<file path="src/rtl/switch_sequencer.sv">
// Programmable value table driven onto a registered output, either directly by
// a selector or by a go-triggered sequence over entries 0..L-1 with a per-step dwell.
module switch_sequencer #(
  parameter int unsigned SEL_WIDTH   = 3,
  parameter int unsigned DATA_WIDTH  = 8,
  parameter int unsigned DWELL_WIDTH = 4
) (
  input  logic                   clock,
  input  logic                   reset,
  input  logic                   wr_en,
  input  logic [SEL_WIDTH-1:0]   wr_sel,
  input  logic [DATA_WIDTH-1:0]  wr_data,
  input  logic                   mode,
  input  logic [SEL_WIDTH-1:0]   sel_in,
  input  logic                   go,
  input  logic                   abort,
  input  logic [SEL_WIDTH:0]     seq_len,
  input  logic [DWELL_WIDTH-1:0] dwell,
  output logic [DATA_WIDTH-1:0]  out_value,
  output logic                   out_valid,
  output logic                   busy,
  output logic                   done
);

  localparam int unsigned ENTRIES = 2 ** SEL_WIDTH;
  localparam int unsigned STEP_W  = SEL_WIDTH + 1;

  typedef enum logic [1:0] {
    IDLE   = 2'd0,
    RUN    = 2'd1,
    FINISH = 2'd2
  } state_t;

  state_t                 state;
  logic [DATA_WIDTH-1:0]  table_q [ENTRIES];
  logic [STEP_W-1:0]      step;
  logic [STEP_W-1:0]      len_q;
  logic [DWELL_WIDTH-1:0] cnt;
  logic [DWELL_WIDTH-1:0] dwell_q;

  logic [STEP_W-1:0]      len_clamped_c;
  logic [STEP_W-1:0]      next_step_c;

  // Reset contents of the table, truncated to the data width.
  function automatic logic [DATA_WIDTH-1:0] default_entry(input int idx);
    case (idx)
      0:       return DATA_WIDTH'(17);
      1:       return DATA_WIDTH'(22);
      2:       return DATA_WIDTH'(30);
      3, 4, 5, 6: return DATA_WIDTH'(72);
      default: return '0;
    endcase
  endfunction

  assign len_clamped_c = (seq_len > STEP_W'(ENTRIES)) ? STEP_W'(ENTRIES) : seq_len;
  assign next_step_c   = STEP_W'(step + STEP_W'(1));

  always_ff @(posedge clock) begin
    if (reset) begin
      for (int i = 0; i < int'(ENTRIES); i++) begin
        table_q[i] <= default_entry(i);
      end
      state     <= IDLE;
      out_value <= '0;
      out_valid <= 1'b0;
      busy      <= 1'b0;
      done      <= 1'b0;
      step      <= '0;
      len_q     <= '0;
      cnt       <= '0;
      dwell_q   <= '0;
    end else begin
      if (wr_en) begin
        table_q[wr_sel] <= wr_data;
      end
      done <= 1'b0;

      case (state)
        IDLE: begin
          if (!mode) begin
            out_value <= table_q[sel_in];
            out_valid <= 1'b1;
          end else if (go) begin
            len_q   <= len_clamped_c;
            dwell_q <= dwell;
            if (len_clamped_c == '0) begin
              state <= FINISH;
              done  <= 1'b1;
            end else begin
              out_value <= table_q[0];
              out_valid <= 1'b1;
              step      <= '0;
              cnt       <= dwell;
              busy      <= 1'b1;
              state     <= RUN;
            end
          end
        end

        // Abort wins over both dwell countdown and step advance.
        RUN: begin
          if (abort) begin
            state <= FINISH;
            busy  <= 1'b0;
            done  <= 1'b1;
          end else if (cnt != '0) begin
            cnt <= cnt - DWELL_WIDTH'(1);
          end else if (next_step_c < len_q) begin
            step      <= next_step_c;
            out_value <= table_q[next_step_c[SEL_WIDTH-1:0]];
            cnt       <= dwell_q;
          end else begin
            state <= FINISH;
            busy  <= 1'b0;
            done  <= 1'b1;
          end
        end

        FINISH: begin
          state <= IDLE;
        end

        default: begin
          state <= IDLE;
        end
      endcase
    end
  end

endmodule

</file>
<file path="config.mk">
export PLATFORM = sky130hd
export DESIGN_NAME = switch_sequencer
export DESIGN_NICKNAME = d
export VERILOG_FILES = /design/src/rtl/switch_sequencer.sv
export SDC_FILE = /design/constraint.sdc
export NUM_CORES = 1
export LEC_CHECK = 0
export ABC_AREA = 1
export ABC_CLOCK_PERIOD_IN_PS = 2100
export BUFFER_PORTS_ARGS = -buffer_cell sky130_fd_sc_hd__buf_4
export CORE_ASPECT_RATIO = 1.5
export CORE_MARGIN = 2
export CORE_UTILIZATION = 35
export CTS_CLUSTER_DIAMETER = 50
export CTS_CLUSTER_SIZE = 16
export DETAILED_ROUTE_END_ITERATION = 7
export SLEW_MARGIN = 20
export SYNTH_ARGS = -nofsm -noshare
export SYNTH_HDL_FRONTEND = slang
export SYNTH_SLANG_ARGS = --single-unit
</file>
<file path="constraint.sdc">
create_clock -name clock -period 2.1 [get_ports clock]
set_input_delay 0.105 -clock clock [delete_from_list [all_inputs] [get_ports clock]]
set_output_delay 0.105 -clock clock [all_outputs]
set_load 0.03 [all_outputs]
</file>
==> flow_summary.ini <==
[outcome]
status = finished clean

[worst_setup_path]
crit_fanout = 9
crit_type = reg2reg
required_ns = 2.35
start_kind = flop
cp.arrival_ns = 2.12
crit_path_end_kind = flop

[power]
switchingPower_uw = 1666
comb_power_share_pct = 24.4
powerDensity_nw_per_um2 = 826.4
vdd_ir_drop_max_v = 0.0003176
p_int_uw = 3443
p_leak_uw = 0.002894
p_sw_share_pct = 32.61
pwr-share-seq_pct = 43.2
clockPowerShare_pct = 32.4

[floorplanning]
rows = 55
ioPinCount = 39
die_area_um2 = 16290
die_w_um = 104.9
dieHeight_um = 155.3
start_util_pct = 35.62
coreArea_um2 = 15000

[run]
maxCapViolCount = 0

[synthesis]
synth_area_leaders = edfxtp_1 36%, nand2_1 21%, dfxtp_1 11%
synth_area_per_cell_um2 = 7.069
ys_seq_area_share_pct = 46.83
yosys_register_bits = 93
synth_ff_type = edfxtp_1
synth_cell_types = 34
synth.cell_area_um2 = 5344
synthCells = 756
synth_nets = 789
yosysTopAreaCell = edfxtp_1
synth_edf_count = 64
async_reset_ff_share_pct = 0
yosysWarnings = 0
netlist.area_leader.share_pct = 35.96

[timing]
relSlewSlack_pct = 58.33
setup_viol = 0
rsz0062_at_grt = no
skew_ns = 0.009147
fmax_ghz = 0.5345
hold_violations = 0
finalWorstPathRequiredPeriod_ns = 1.871
worst_pin_slew_ns = 0.6244
finalCritPeriodShare_pct = 89.08
hold_slack_ns = 0.02184
setup_ws_ns = 0.2292
tns_ns = 0
report.final.slew_viol_count = 0

[routing]
vias = 4790
via_per_inst = 4.809
drc_errors = 0
drt_iter0_drc = 320
post_drt_wl_per_cell_um = 14.94
ant_nets = 0
routed_wl_um = 14890
drtPass1Iterations = 5

[cells_and_area]
antenna_cells = 0
stdcell_area_um2 = 6182
fillers = 1588
nets = 825
most-common-layout-cells = 297 x nand2_1, 92 x inv_1, 89 x nor2_1
layout_commonest_cell = nand2_1
drive_gt1_share_pct = 10.92
syn_to_final_growth_pct = 15.69

[grt]
grt_usage_pct = 18.89
grt_start_max_net_pins = 35
grt_pass1_vias = 4589
grt_pass1_wl_um = 23640
antenna_found_initial = 0
overflow = 0

[clock_network]
cts_tree = built
worstSkewPairLatency_ns = 0.35
clkTransAtPathRegs_ns = 0.07
htreeDepth = 3
max-clock-path-buffers = 2
cts_root_buf = clkbuf_16
cts_sinks = 93
cts_buffers = 9

[placement]
place_area_um2 = 5814
gp_congestion = 0.8557
pre_cts_slack_ns = 0.1587
port-buffer-count = 38
dp_hpwl_um = 10940

[worst_hold_path]
hold_class = in2reg
==> critical path, stage by stage, from the launching register on <==
cell	delay, ns
dfxtp_2	0.39
nand3_1	0.10
xnor2_1	0.19
ha_1	0.27
a21oi_1	0.18
nand2_2	0.13
nand2_4	0.11
nand2_4	0.10
clkinv_2	0.11
nand3_1	0.09
nand2_1	0.06
inv_1	0.03
==> per-layer routing <==
layer | vias to the layer above | routed length (um) | track usage, % | part of all wire, %
met3 | 39 | 759 | 3.142 | 5.1
met5 | - | 0 | 0 | 0
met1 | 2150 | 5969 | 21.31 | 40
met2 | 161 | 7521 | 34.11 | 51
met4 | 0 | 633 | 9.587 | 4.3
li1 | 2440 | - | - | -
==> synth_stat cells (all sizes together), types with 2 or more instances <==
| cell | number |
|---|---|
| dfxtp | 29 |
| inv | 95 |
| edfxtp | 64 |
| buf | 21 |
| xnor2 | 2 |
| nand2 | 301 |
| o21ai | 16 |
| a21oi | 21 |
| nor2 | 93 |
| ha | 5 |
| nand3 | 87 |
| or2 | 4 |
| clkbuf | 8 |
| o211ai | 2 |
==> state kept, by name, indices dropped and copies added, names as in the netlist <==
register / cells
out_valid: 1
cnt: 4
busy: 1
out_value: 8
state: 2
table_q: 64
len_q: 4
step: 4
dwell_q: 4
done: 1
==> logic make-up after synthesis <==
group / share of synthesized area (%)
simple gates: 37.65
xor+xnor: 0.4918
buf+inv: 9.646
compound gates: 4.215
fa+ha+maj: 1.171
flops: 46.83
==> final timing paths <==
path | cells past startpoint | endpoint | from | slack (ns)
min | 3 | len_q[0] | seq_len[0] | 0.02
min reg2reg | 2 | out_valid | out_valid | 0.45
max | 11 | out_value[6] | step[2] | 0.23
max reg2reg | 11 | out_value[6] | step[2] | 0.23
==> power groups by stage <==
stage / Combinational [uW] / Sequential, uW / Clock [uW]
detailed placement: 1220 / 2240 / 0
floorplan: 813 / 2280 / 0
global route: 1410 / 2220 / 1750
global placement: 1220 / 2240 / 0
finish: 1250 / 2210 / 1660
CTS: 1230 / 2200 / 1690
==> per-stage QoR <==
step                      utilization (%)  std cells  total power (uW)
after floorplan                         -        756              3092
after global placement              38.76        976              3464
after detailed placement            38.76        976              3463
after CTS                           41.03        996              5121
after global routing                41.21        996              5380
final                               41.21        996              5109
==> what timing repair did <==
action                     CTS  global route
hold buffers                 4             0
setup endpoints to repair    0            10
setup buffers                0             0
hold endpoints to repair     4             0
gates resized for setup      0             7
==> area by class of cell <==
cell class / count / area [um2] / share of cell area [%]
tap: 199 / 249.0 / 4.028
timing repair buffer: 54 / 415.4 / 6.719
sequential: 93 / 2505 / 40.52
clock inverter: 7 / 75.07 / 1.214
clock buffer: 9 / 225.2 / 3.643
inverter: 96 / 361.6 / 5.849
multi-input combinational: 538 / 2351 / 38.03
Power figures use the tool's default switching activity.
